**src/rtl/multicycle_adder_pkg.sv**
```systemverilog
// Shared types and sizing helpers for the multi-cycle adder.
// State encoding plus chunk-count and index-width functions used at elaboration.
package multicycle_adder_pkg;

    typedef enum logic [1:0] {
        IDLE = 2'd0,
        RUN  = 2'd1,
        DONE = 2'd2
    } state_t;

    function automatic int nchunk(input int width, input int chunk);
        return width / chunk;
    endfunction

    // A single-chunk build still needs a 1-bit index register.
    function automatic int idx_width(input int n);
        return (n > 1) ? $clog2(n) : 1;
    endfunction

endpackage

```
**src/rtl/multicycle_adder_if.sv**
```systemverilog
// Operand/result handshake bundle for the multi-cycle adder.
// The sub signal exists only when MULTICYCLE_ADDER_SUB_EN is defined.
interface multicycle_adder_if #(
    parameter int WIDTH = 16
);
    logic             in_valid;
    logic             in_ready;
    logic [WIDTH-1:0] A;
    logic [WIDTH-1:0] B;
    logic             Cin;
`ifdef MULTICYCLE_ADDER_SUB_EN
    logic             sub;
`endif
    logic             out_valid;
    logic             out_ready;
    logic [WIDTH:0]   S;
    logic             ovf;

`ifdef MULTICYCLE_ADDER_SUB_EN
    modport master (
        output in_valid, A, B, Cin, sub, out_ready,
        input  in_ready, out_valid, S, ovf
    );
    modport slave (
        input  in_valid, A, B, Cin, sub, out_ready,
        output in_ready, out_valid, S, ovf
    );
`else
    modport master (
        output in_valid, A, B, Cin, out_ready,
        input  in_ready, out_valid, S, ovf
    );
    modport slave (
        input  in_valid, A, B, Cin, out_ready,
        output in_ready, out_valid, S, ovf
    );
`endif

endinterface

```
**src/rtl/multicycle_adder_chunk.sv**
```systemverilog
// Purpose: combinational CHUNK-bit adder slice, (x,y,cin) -> {cout,sum} plus carry into the MSB.
// Latency: 0 cycles (pure combinational).
// Backpressure: none; the owning FSM decides when the result is consumed.
module adder_chunk #(
    parameter int CHUNK = 4
) (
    input  logic [CHUNK-1:0] x,
    input  logic [CHUNK-1:0] y,
    input  logic             cin,
    output logic [CHUNK-1:0] sum,
    output logic             cout,
    output logic             cin_msb
);

    logic [CHUNK:0] full;

    always_comb begin
        full    = {1'b0, x} + {1'b0, y} + {{CHUNK{1'b0}}, cin};
        sum     = full[CHUNK-1:0];
        cout    = full[CHUNK];
        // sum_msb = x_msb ^ y_msb ^ carry_in_msb, so the carry into the MSB falls out directly.
        cin_msb = x[CHUNK-1] ^ y[CHUNK-1] ^ full[CHUNK-1];
    end

endmodule

```
**src/rtl/multicycle_adder.sv**
```systemverilog
// Purpose: WIDTH-bit add (or subtract with MULTICYCLE_ADDER_SUB_EN) of A+B+Cin, CHUNK bits per clock.
// Latency: out_valid rises NCHUNK cycles after the accept edge; result held in DONE.
// Backpressure: in_ready only in IDLE; DONE holds S/ovf until out_ready, then returns to IDLE.
module multicycle_adder
    import multicycle_adder_pkg::*;
#(
    parameter int WIDTH = 16,
    parameter int CHUNK = 4
) (
    input  logic              Clock,
    input  logic              Resetn,
    multicycle_adder_if.slave bus
);

    localparam int NCHUNK = nchunk(WIDTH, CHUNK);
    localparam int IDXW   = idx_width(NCHUNK);
    localparam logic [IDXW-1:0] LAST = IDXW'(NCHUNK - 1);

    if ((WIDTH % CHUNK) != 0) begin : g_width_chk
        $error("multicycle_adder: WIDTH (%0d) must be a multiple of CHUNK (%0d)", WIDTH, CHUNK);
    end

    state_t           state_q;
    state_t           state_d;
    logic [IDXW-1:0]  idx_q;
    logic             carry_q;
    logic [WIDTH-1:0] a_q;
    logic [WIDTH-1:0] b_q;
    logic [WIDTH:0]   s_q;
    logic             ovf_q;

    logic             accept;
    logic             last_chunk;
    logic             sub_mode;
    logic [CHUNK-1:0] x_chunk;
    logic [CHUNK-1:0] y_chunk;
    logic [CHUNK-1:0] sum_chunk;
    logic             cout_chunk;
    logic             cin_msb_chunk;

`ifdef MULTICYCLE_ADDER_SUB_EN
    assign sub_mode = bus.sub;
`else
    assign sub_mode = 1'b0;
`endif

    assign bus.in_ready  = (state_q == IDLE);
    assign bus.out_valid = (state_q == DONE);
    assign bus.S         = s_q;
    assign bus.ovf       = ovf_q;

    assign accept     = (state_q == IDLE) && bus.in_valid;
    assign last_chunk = (idx_q == LAST);

    always_ff @(posedge Clock or negedge Resetn) begin
        if (!Resetn) begin
            state_q <= IDLE;
        end else begin
            state_q <= state_d;
        end
    end

    always_comb begin
        state_d = state_q;
        case (state_q)
            IDLE:    if (bus.in_valid)  state_d = RUN;
            RUN:     if (last_chunk)    state_d = DONE;
            DONE:    if (bus.out_ready) state_d = IDLE;
            default:                    state_d = IDLE;
        endcase
    end

    always_comb begin
        x_chunk = a_q[idx_q*CHUNK +: CHUNK];
        y_chunk = b_q[idx_q*CHUNK +: CHUNK];
    end

    adder_chunk #(
        .CHUNK (CHUNK)
    ) u_chunk (
        .x       (x_chunk),
        .y       (y_chunk),
        .cin     (carry_q),
        .sum     (sum_chunk),
        .cout    (cout_chunk),
        .cin_msb (cin_msb_chunk)
    );

    // Operands are snapshotted at accept; subtraction folds into an add of ~B with carry-in 1.
    always_ff @(posedge Clock or negedge Resetn) begin
        if (!Resetn) begin
            a_q     <= '0;
            b_q     <= '0;
            carry_q <= 1'b0;
            idx_q   <= '0;
            s_q     <= '0;
            ovf_q   <= 1'b0;
        end else if (accept) begin
            a_q     <= bus.A;
            b_q     <= sub_mode ? ~bus.B : bus.B;
            carry_q <= sub_mode ? 1'b1 : bus.Cin;
            idx_q   <= '0;
        end else if (state_q == RUN) begin
            s_q[idx_q*CHUNK +: CHUNK] <= sum_chunk;
            carry_q                   <= cout_chunk;
            if (last_chunk) begin
                idx_q     <= '0;
                s_q[WIDTH] <= cout_chunk;
                ovf_q     <= cin_msb_chunk ^ cout_chunk;
            end else begin
                idx_q <= idx_q + 1'b1;
            end
        end
    end

endmodule

```
**src/flat_wrapper.sv**
```systemverilog
// flat-port wrapper written by rule: the top's interface ports become plain ports
module multicycle_adder_flat import multicycle_adder_pkg::*;
#(
    parameter int WIDTH = 16,
    parameter int CHUNK = 4
)
  (Clock, Resetn, bus_in_valid, bus_A, bus_B, bus_Cin, bus_out_ready, bus_in_ready, bus_out_valid, bus_S, bus_ovf);
  multicycle_adder_if #(.WIDTH(WIDTH)) bus_i ();
  input  logic Clock;
  input  logic Resetn;
  input wire logic [$bits(bus_i.in_valid)-1:0] bus_in_valid;
  input wire logic [$bits(bus_i.A)-1:0] bus_A;
  input wire logic [$bits(bus_i.B)-1:0] bus_B;
  input wire logic [$bits(bus_i.Cin)-1:0] bus_Cin;
  input wire logic [$bits(bus_i.out_ready)-1:0] bus_out_ready;
  output wire logic [$bits(bus_i.in_ready)-1:0] bus_in_ready;
  output wire logic [$bits(bus_i.out_valid)-1:0] bus_out_valid;
  output wire logic [$bits(bus_i.S)-1:0] bus_S;
  output wire logic [$bits(bus_i.ovf)-1:0] bus_ovf;
  assign bus_i.in_valid = bus_in_valid;
  assign bus_i.A = bus_A;
  assign bus_i.B = bus_B;
  assign bus_i.Cin = bus_Cin;
  assign bus_i.out_ready = bus_out_ready;
  assign bus_in_ready = bus_i.in_ready;
  assign bus_out_valid = bus_i.out_valid;
  assign bus_S = bus_i.S;
  assign bus_ovf = bus_i.ovf;
  multicycle_adder #(.WIDTH(WIDTH), .CHUNK(CHUNK)) u_core (.Clock(Clock), .Resetn(Resetn), .bus(bus_i));
endmodule
```
**config.mk**
```make
export PLATFORM = sky130hd
export DESIGN_NAME = multicycle_adder_flat
export DESIGN_NICKNAME = d
export VERILOG_FILES = /design/src/rtl/multicycle_adder_pkg.sv /design/src/rtl/multicycle_adder_if.sv /design/src/rtl/multicycle_adder_chunk.sv /design/src/rtl/multicycle_adder.sv /design/src/flat_wrapper.sv
export SDC_FILE = /design/constraint.sdc
export NUM_CORES = 1
export LEC_CHECK = 0
export CAP_MARGIN = 20
export CORE_MARGIN = 1
export CORE_UTILIZATION = 55
export DETAILED_ROUTE_END_ITERATION = 8
export PLACE_DENSITY = 0.85
export SLEW_MARGIN = 5
export SYNTH_ARGS = -nofsm -noshare
export SYNTH_HDL_FRONTEND = slang
export SYNTH_HIERARCHICAL = 1
export SYNTH_SLANG_ARGS = --single-unit
```
**constraint.sdc**
```tcl
create_clock -name Clock -period 5.2 [get_ports Clock]
set_clock_uncertainty 0.1 [all_clocks]
set_input_delay 1.04 -clock Clock [delete_from_list [all_inputs] [get_ports Clock]]
set_output_delay 1.04 -clock Clock [all_outputs]
set_load 0.02 [all_outputs]
```
=== Word level (Yosys, flattened, before mapping) ===
Index checks and enable logic that the tools add are counted.

* Multiplexer cells: 11
* Reductions and logical operators: 6
* Bitwise logic cells: 4
* $add $sub $neg: 4
* Eq/ne operators: 6
* Shift operators: 4

{| class="wikitable"
|+ Operators by type and width
! cell !! count
|-
| $neg A4 Y34 || 1
|-
| $shift A4 B34 Y17 const A || 1
|-
| $shiftx A4 B34 Y17 || 1
|-
| $shiftx A16 B5 Y4 || 2
|-
| $bwmux W17 || 1
|-
| $mux W2 || 6
|-
| $pmux W2 S3 || 1
|-
| $reduce_and A3 Y1 || 2
|-
| $add A4 B4 Y5 || 1
|-
| $add A5 B1 Y5 || 1
|-
| $eq A2 B2 Y1 const B || 2
|-
| $ne A2 B2 Y1 const B || 2
|-
| $mux W1 || 3
|-
| $xor A1 B1 Y1 || 3
|-
| $add A2 B1 Y2 const B || 1
|-
| $eq A2 B1 Y1 const B || 1
|-
| $logic_not A2 Y1 || 1
|-
| $ne A2 B1 Y1 const B || 1
|-
| $reduce_and A2 Y1 || 1
|-
| $reduce_bool A2 Y1 || 1
|-
| $logic_and A1 B1 Y1 || 1
|-
| $not A1 Y1 || 1
|}

* Register bits: 55
* Output and inout port bits: 20
* Input port bits: 37

=== Logic depth before layout (Yosys ltp) ===
Gate-level depths: netlist (run 1).

* Depth after elaboration: 6
* Mapped depth: 10
* Mapped depth without buffers: 9

=== Modules after synthesis ===
The synthesis (run 1) kept the hierarchy.

{| class="wikitable"
|+ By module, submodules not included
! module !! cells each !! sequential area each (um^2) !! area each (um^2) !! instances
|-
| multicycle_adder || 163 || 1376.3 || 2563.7 || 1
|-
| adder_chunk || 17 || 0.0 || 141.4 || 1
|}

=== Least setup slack after synthesis (run 1) ===
OpenSTA, ideal clock, no wires.

* Path kind: flip-flop to flip-flop
* Start: reg u_core.idx_q[0]
* End: reg u_core.ovf_q (netlist: u_core/bus.ovf)
* Setup slack: 2.346 ns
* Library setup time: 0.125 ns
* Stages on the path, launching flop included: 11
* Data required time: 4.975 ns
* Arrival: 2.629 ns
* Clock period less this slack: 2.854 ns
* Cells stage by stage: dfrtp_1 buf_2 mux4_2 fa_1 inv_1 fa_1 nor2b_1 o21ai_0 nand2b_1 xor2_1 mux2_2

* Elaborated cells on any way between the ends: 9
* Those cells by class: add/sub: 2; eq/ne: 1; shift: 2; bitwise: 3; reduce/logical: 1

{| class="wikitable"
|+ RTL lines
! item !! RTL line !! source
|-
| start: declaration || multicycle_adder.sv:25 || <nowiki>logic [IDXW-1:0] idx_q;</nowiki>
|-
| start signal: assignment || multicycle_adder.sv:111 || <nowiki>idx_q <= idx_q + 1'b1;</nowiki>
|-
| $shiftx A16 B5 Y4 || multicycle_adder.sv:74 || <nowiki>x_chunk = a_q[idx_q*CHUNK +: CHUNK];</nowiki>
|-
| named net u_core.x_chunk[0] || multicycle_adder.sv:35 || <nowiki>logic [CHUNK-1:0] x_chunk;</nowiki>
|-
| $add A4 B4 Y5 || multicycle_adder_chunk.sv:18 || <nowiki>full = {1'b0, x} + {1'b0, y} + {{CHUNK{1'b0}}, cin};</nowiki>
|-
| $add A5 B1 Y5 || multicycle_adder_chunk.sv:18 ||
|-
| named net u_core.cout_chunk || multicycle_adder.sv:38 || <nowiki>logic cout_chunk;</nowiki>
|-
| $xor A1 B1 Y1 || multicycle_adder.sv:109 || <nowiki>ovf_q <= cin_msb_chunk ^ cout_chunk;</nowiki>
|-
| end signal: assignment || multicycle_adder.sv:109 ||
|-
| end: declaration || multicycle_adder.sv:30 || <nowiki>logic ovf_q;</nowiki>
|}

The timed path passes the listed nets, and every way through them passes these cells.
A chain may end at the register's enable or synchronous reset.

=== Worst setup path in the final report (run 1) ===
* Start: reg u_core.idx_q[0]
* End: reg u_core.ovf_q (netlist: u_core/bus.ovf)

* Elaborated cells on any way between the ends: 9
* Those cells by class: add/sub: 2; eq/ne: 1; shift: 2; bitwise: 3; reduce/logical: 1

{| class="wikitable"
|+ RTL lines
! item !! RTL line !! source
|-
| $shiftx A16 B5 Y4 || multicycle_adder.sv:75 || <nowiki>y_chunk = b_q[idx_q*CHUNK +: CHUNK];</nowiki>
|-
| named net u_core.y_chunk[0] || multicycle_adder.sv:36 || <nowiki>logic [CHUNK-1:0] y_chunk;</nowiki>
|-
| $add A4 B4 Y5 || multicycle_adder_chunk.sv:18 ||
|-
| $add A5 B1 Y5 || multicycle_adder_chunk.sv:18 ||
|-
| named net u_core.cout_chunk || multicycle_adder.sv:38 ||
|-
| $xor A1 B1 Y1 || multicycle_adder.sv:109 ||
|}

The timed path passes the listed nets, and every way through them passes these cells.

==> results of run 1 <==
## Yosys cell counts
library cell  number
nand3b_2           2
a21oi_1            5
clkbuf_1           1
dfrtp_1           55
mux4_2             8
nor2_2             1
inv_1              9
nand3b_1           2
nor4_2             2
nor4_1             2
nand2_1            5
mux2_4            30
nor2b_1            2
fa_1               2
xnor2_1            1
mux2_2             3
a22oi_1            1
nor2_1             2
nor4b_1            1
xor2_1             2
buf_4              1
o41ai_1            2
nand3_1            2
o21ai_0            3
and2b_1            1
ha_1              10
a31oi_1            1
buf_6              4
and2_1             1
buf_2              1
a22o_1            16
nand2b_1           1
o31ai_1            1
## power groups by stage
stage | logic [W] | registers [W] | clock network, W
global route | 0.00136 | 0.000817 | 0.000313
detailed placement | 0.00126 | 0.000796 | 0
finish | 0.00126 | 0.000785 | 0.000286
CTS | 0.00127 | 0.000789 | 0.000296
global placement | 0.00122 | 0.000784 | 0
floorplan | 0.000928 | 0.000760 | 0
## worst max-delay path: stages (launching register included)
cell and delay (ns):
dfrtp_1 0.85, mux4_2 0.61, fa_1 0.45, inv_1 0.08
fa_1 0.20, nor2b_1 0.06, o21ai_0 0.15, nand2b_1 0.13
xor2_1 0.18, mux2_2 0.26
## flip-flops by register name, summed over array words and instances (netlist names)
name and count:
u_core/idx_q 2, u_core/a_q 16, u_core/state_q 2, u_core/carry_q 1, u_core/bus.ovf 1, u_core/b_q 16, u_core/bus.S 17
## worst paths after layout
check	start	endpoint	slack [ns]
max	u_core/idx_q[0]$_DFFE_PN0P_	u_core/bus.ovf$_DFFE_PN0P_	2.01
max in group asynchronous	Resetn	u_core/bus.S[1]$_DFFE_PN0P_	3.80
min reg2reg	u_core/bus.S[8]$_DFFE_PN0P_	u_core/bus.S[8]$_DFFE_PN0P_	0.40
max reg2reg	u_core/idx_q[0]$_DFFE_PN0P_	u_core/bus.ovf$_DFFE_PN0P_	2.01
min in group asynchronous	Resetn	u_core/bus.S[5]$_DFFE_PN0P_	0.74
min	u_core/bus.S[8]$_DFFE_PN0P_	u_core/bus.S[8]$_DFFE_PN0P_	0.40
## cells by family after synthesis
logic type / after synthesis / share of synthesized area, %
AO/OA/AOI/OAI: 29 / 8.094
flip-flops: 55 / 50.88
adder cells (fa/ha/maj): 12 / 6.106
buffers and inverters: 16 / 3.515
XOR/XNOR: 3 / 0.9715
multiplexers: 41 / 24.56
AND/OR/NAND/NOR: 24 / 5.874
## routing by layer
layer,GRT usage [%],vias to the layer above,part of all wire (%)
li1,-,777,-
met1,29.02,842,43
met2,36.03,54,51
met3,4.722,6,4.4
met4,6.100,0,1.1
met5,0,-,0
## metrics by stage
| step | hold slack, ns | setup slack (ns) | instance area, um2 | std cells |
|---|---|---|---|---|
| 2_1_floorplan | 0.3758 | 2.346 | 2705 | 180 |
| 5_1_grt | 0.4285 | 1.744 | 3410 | 305 |
| 3_3_place_gp | 0.3753 | 2.113 | 3292 | 297 |
| 6_report | 0.4024 | 2.015 | 3410 | 305 |
| 4_1_cts | 0.3999 | 1.986 | 3410 | 305 |
| 3_5_place_dp | 0.3793 | 2.001 | 3292 | 297 |
## area by class of cell
type                            instances  area, um2  area share (%)
Clock inverter                          2      35.03           1.028
Multi-Input combinational cell        109       1235           36.22
Clock buffer                            6      82.58           2.422
Tap cell                               67      83.83           2.459
Sequential cell                        55       1376           40.37
Inverter                                9      33.78          0.9908
Timing Repair Buffer                   57      563.0           16.51
==> impl_metrics.py, run 1 <==
metrics = {
    "die": {
        "start_util_pct": 57.27,
        "core_um2": 4723,
        "die_area_um2": 5203,
        "die_height_um": 72.13,
        "num_rows": 25,
        "io_pins": 57,
        "die_x_um": 72.13,
    },
    "sta": {
        "finalSetupTns_ns": 0,
        "rsz0062_at_grt": "false",
        "min_period_ns": 3.185,
        "fmax_mhz": 314.0,
        "tightest_slew_ns": 1.021,
        "finalSetupViolCount": 0,
        "slew_violations": 0,
        "max_slew_margin_pct": 31.95,
        "finalHoldViolCount": 0,
        "min_period_over_period_pct": 61.25,
    },
    "critical_path": {
        "crit_path_end_kind": "flop",
        "cp.arrival_ns": 3.28,
        "cp.required_ns": 5.29,
        "cp_max_fo": 16,
        "crit_type": "reg2reg",
        "ff2ff_path_depth": 9,
        "cp-start-kind": "flop",
    },
    "power_and_ir_drop": {
        "switching_share_pct": 39.37,
        "seqPwrFrac_pct": 33.6,
        "leakagePower_nw": 1.502,
        "ir_drop_mv": 0.4014,
        "total_power_w": 0.002335,
        "comb_power_share_pct": 54.2,
        "p_clk_share_pct": 12.2,
        "p_switching_w": 0.0009194,
        "p_int_w": 0.001416,
        "p_per_area_nw_per_um2": 685.0,
    },
    "layout": {
        "layout_common_cells": "clkdlybuf4s50_1, dfrtp_1, mux2_4, a22o_1, ha_1",
        "antenna_cells": 0,
        "fin_nets": 286,
        "fillers": 319,
        "drive_above_1_share_pct": 23.95,
        "final_core_util_pct": 72.19,
        "area_growth_pct": 26.04,
    },
    "clocking": {
        "clk-insertion-delay-late_ns": 0.31,
        "cts_resized": 0,
        "cts_tree": "yes",
        "cts_buffers": 5,
        "postCtsSetupBuffers": 0,
        "htree_levels": 2,
        "clockBufferDepth": 2,
        "cts_sinks": 55,
        "root_buffer": "clkbuf_8",
        "postCtsHoldBufs": 0,
        "path_clk_slew_ns": 0.09,
    },
    "route": {
        "drt_iter0_markers": 99,
        "wirelength_um": 4963,
        "vias": 1679,
        "vias_per_cell": 5.505,
        "ant_nets": 0,
        "dr.pass1.iters": 6,
        "drc": 2,
        "wl_per_cell_um": 16.27,
    },
    "logic_synthesis": {
        "avgSynthCellArea_um2": 15.03,
        "syn_nets": 229,
        "ys_ff_latch": 55,
        "synth_seq_area_share_pct": 50.88,
        "ys_warn_count": 6,
        "synth_area_um2": 2705,
        "synth_top_cell_by_area": "dfrtp_1",
        "post-synth-top-area-fraction_pct": 50.88,
        "synthCells": 180,
        "ys_types": 33,
        "synth_area_leaders": "dfrtp_1, mux2_4, mux4_2, a22o_1, ha_1",
    },
    "run_status": {
        "run_status": "complete, but fails checks",
        "violations": "DRC",
    },
    "placed_design": {
        "portBuffers": 56,
        "place.gp.congestion": 0.7989,
        "dpl.hpwl_um": 3665,
    },
    "global_routing": {
        "grt_pass1_vias": 1707,
        "grt_max_degree": 56,
        "grt_pass1_wl_um": 8424,
        "antenna_found_initial": 0,
        "grt_usage_pct": 21.69,
        "gr-total-overflow": 0,
    },
    "min_path": {
        "holdPathStages": 2,
        "worstHoldPathType": "reg2reg",
    },
    "flow_run": {
        "cap_violations": 0,
    },
}
(Power assumes the default switching activity.)
==> run 2: changes to the inputs <==
--- a/config.mk
+++ b/config.mk
@@ -7,9 +7,9 @@
 export LEC_CHECK = 0
 export CAP_MARGIN = 20
 export CORE_MARGIN = 1
-export CORE_UTILIZATION = 55
+export CORE_UTILIZATION = 51
 export DETAILED_ROUTE_END_ITERATION = 8
-export PLACE_DENSITY = 0.85
+export PLACE_DENSITY = 0.8
 export SLEW_MARGIN = 5
 export SYNTH_ARGS = -nofsm -noshare
 export SYNTH_HDL_FRONTEND = slang
==> constraint.sdc (replaced) <==
create_clock -name Clock -period 3.3 [get_ports Clock]
set_clock_uncertainty 0.1 [all_clocks]
set_input_delay 0.66 -clock Clock [delete_from_list [all_inputs] [get_ports Clock]]
set_output_delay 0.66 -clock Clock [all_outputs]
set_load 0.02 [all_outputs]
==> run 2 against run 1 <==
Compared with the run above:
- the run now ends clean
- maximum frequency increased by 18%
- first-iteration DRC count shrank 20%
- global-route usage decreased by 1.7 points
- critical path depth did not move
- clock power grew 41%
- hold slack worse by 0.019 ns
- critical endpoint unchanged
- largest cell class unchanged
==> impl_metrics.py, run 2 (synthesis gave the netlist of run 1 again) <==
metrics = {
    "route": {
        "drc": 0,
        "wirelength_um": 5036,
        "dr.pass1.iters": 4,
        "drt_iter0_markers": 79,
        "wl_per_cell_um": 16.09,
        "vias": 1680,
        "vias_per_cell": 5.367,
        "ant_nets": 0,
    },
    "power_and_ir_drop": {
        "p_per_area_nw_per_um2": 1068,
        "leakagePower_nw": 1.520,
        "ir_drop_mv": 0.5784,
        "p_switching_w": 0.001473,
        "seqPwrFrac_pct": 32.5,
        "switching_share_pct": 39.98,
        "comb_power_share_pct": 56.6,
        "p_int_w": 0.002211,
        "total_power_w": 0.003684,
        "p_clk_share_pct": 11.0,
    },
    "critical_path": {
        "r2r_slack_ns": 0.61,
        "ff2ff_path_depth": 9,
        "crit_chain": "mux4_2 > fa_1 > inv_1 > fa_1 > nor2b_1 > o21ai_0 > nand2b_1 > xor2_1 > mux2_2",
        "crit_path_end_kind": "flop",
        "crit_type": "reg2reg",
        "cp.arrival_ns": 2.78,
        "cp.required_ns": 3.40,
        "cp_common_cell": "fa_1",
        "worst_path_largest_cell_delay_ns": 0.54,
        "cp-start-kind": "flop",
        "cp_slowest_cell": "mux4_2",
        "cp_max_fo": 4,
    },
    "global_routing": {
        "grt_max_degree": 43,
        "gr-total-overflow": 0,
        "grt_pass1_wl_um": 8183,
        "grt_usage_pct": 19.95,
        "antenna_found_initial": 0,
        "grt_pass1_vias": 1694,
    },
    "clocking": {
        "clk-insertion-delay-late_ns": 0.30,
        "htree_levels": 2,
        "root_buffer": "clkbuf_8",
        "cts_sinks": 55,
        "path_clk_slew_ns": 0.10,
        "cts_resized": 0,
        "clockBufferDepth": 2,
        "postCtsHoldBufs": 0,
        "cts_buffers": 5,
        "postCtsSetupBuffers": 0,
        "cts_tree": "yes",
    },
    "die": {
        "io_pins": 57,
        "die_area_um2": 5600,
        "core_um2": 5107,
        "num_rows": 26,
        "die_x_um": 74.83,
        "die_height_um": 74.83,
        "start_util_pct": 52.96,
    },
    "layout": {
        "antenna_cells": 0,
        "largest_reg_flops": 17,
        "area_growth_pct": 27.52,
        "drive_above_1_share_pct": 25.51,
        "layout_common_cells": "clkdlybuf4s50_1, dfrtp_1, mux2_4, a22o_1, ha_1",
        "fin_nets": 291,
    },
    "run_status": {
        "run_status": "finished, final reports clean",
    },
    "sta": {
        "min_period_over_period_pct": 81.45,
        "max_slew_margin_pct": 38.66,
        "finalHoldViolCount": 0,
        "finalSetupTns_ns": 0,
        "finalSetupViolCount": 0,
        "tightest_slew_ns": 0.9201,
        "slew_violations": 0,
        "min_period_ns": 2.688,
        "rsz0062_at_grt": "false",
        "fmax_mhz": 372.0,
    },
    "min_path": {
        "worstHoldPathType": "in2async",
    },
    "placed_design": {
        "place.gp.congestion": 0.8785,
        "dpl.hpwl_um": 3791,
        "portBuffers": 56,
    },
    "flow_run": {
        "cap_violations": 0,
    },
}
[run 2: changes by cell type in the layout (fill, tap and decap cells not counted)]
cell,change
bufinv_16,-1
clkbuf_8,+1
buf_12,+1
buf_4,+4
clkinv_2,-1
clkinvlp_4,+1
[run 2: layout make-up]
type	count	area, um2
Fill cell	380	1658
Sequential cell	55	1376
Multi-Input combinational cell	109	1235
Timing Repair Buffer	62	613.1
Clock buffer	7	96.34
Tap cell	70	87.58
Inverter	9	33.78
Clock inverter	1	7.507
[run 2: worst paths after layout]
kind,from,to
setup / recovery,u_core/idx_q[0]$_DFFE_PN0P_,u_core/bus.ovf$_DFFE_PN0P_
hold / removal,Resetn,u_core/bus.S[5]$_DFFE_PN0P_
setup reg to reg,u_core/idx_q[0]$_DFFE_PN0P_,u_core/bus.ovf$_DFFE_PN0P_
hold reg to reg,u_core/bus.S[8]$_DFFE_PN0P_,u_core/bus.S[8]$_DFFE_PN0P_
max in group asynchronous,Resetn,u_core/a_q[12]$_DFFE_PN0P_
min in group Clock,u_core/bus.S[8]$_DFFE_PN0P_,u_core/bus.S[8]$_DFFE_PN0P_
[run 2: layer usage]
| layer | part of all wire, % | track usage [%] |
|---|---|---|
| met1 | 44 | 25.85 |
| met2 | 52 | 33.83 |
| met3 | 2.6 | 4.150 |
| met4 | 0.58 | 6.289 |
| met5 | 0 | 0 |
[run 2: metrics by stage]
stage	cells	utilization [%]	instance area (um2)	setup WS, ns	hold WS, ns
after floorplan	180	-	2705	0.4460	0.2644
after global placement	305	65.51	3346	0.7080	0.3738
after detailed placement	305	65.51	3346	0.6519	0.3782
after CTS	313	67.54	3450	0.6232	0.4007
after global routing	313	67.54	3450	0.4954	0.4240
final	313	67.54	3450	0.6120	0.3833
[run 2: critical path, delay by kind of cell (launching register included)]
kind | cells | cell delay, ns
compound gates | 1 | 0.15
xor+xnor | 1 | 0.18
fa+ha+maj | 2 | 0.65
buf+inv | 1 | 0.08
flops | 1 | 0.44
mux | 2 | 0.79
simple gates | 2 | 0.19
[run 2: power groups by stage]
stage                     Clock [W]  Combinational [W]  Sequential, W
final                      0.000404            0.00208        0.00120
after CTS                  0.000412            0.00209        0.00120
after global routing       0.000440            0.00225        0.00123
after global placement            0            0.00202        0.00120
after detailed placement          0            0.00207        0.00121
after floorplan                   0            0.00146        0.00120
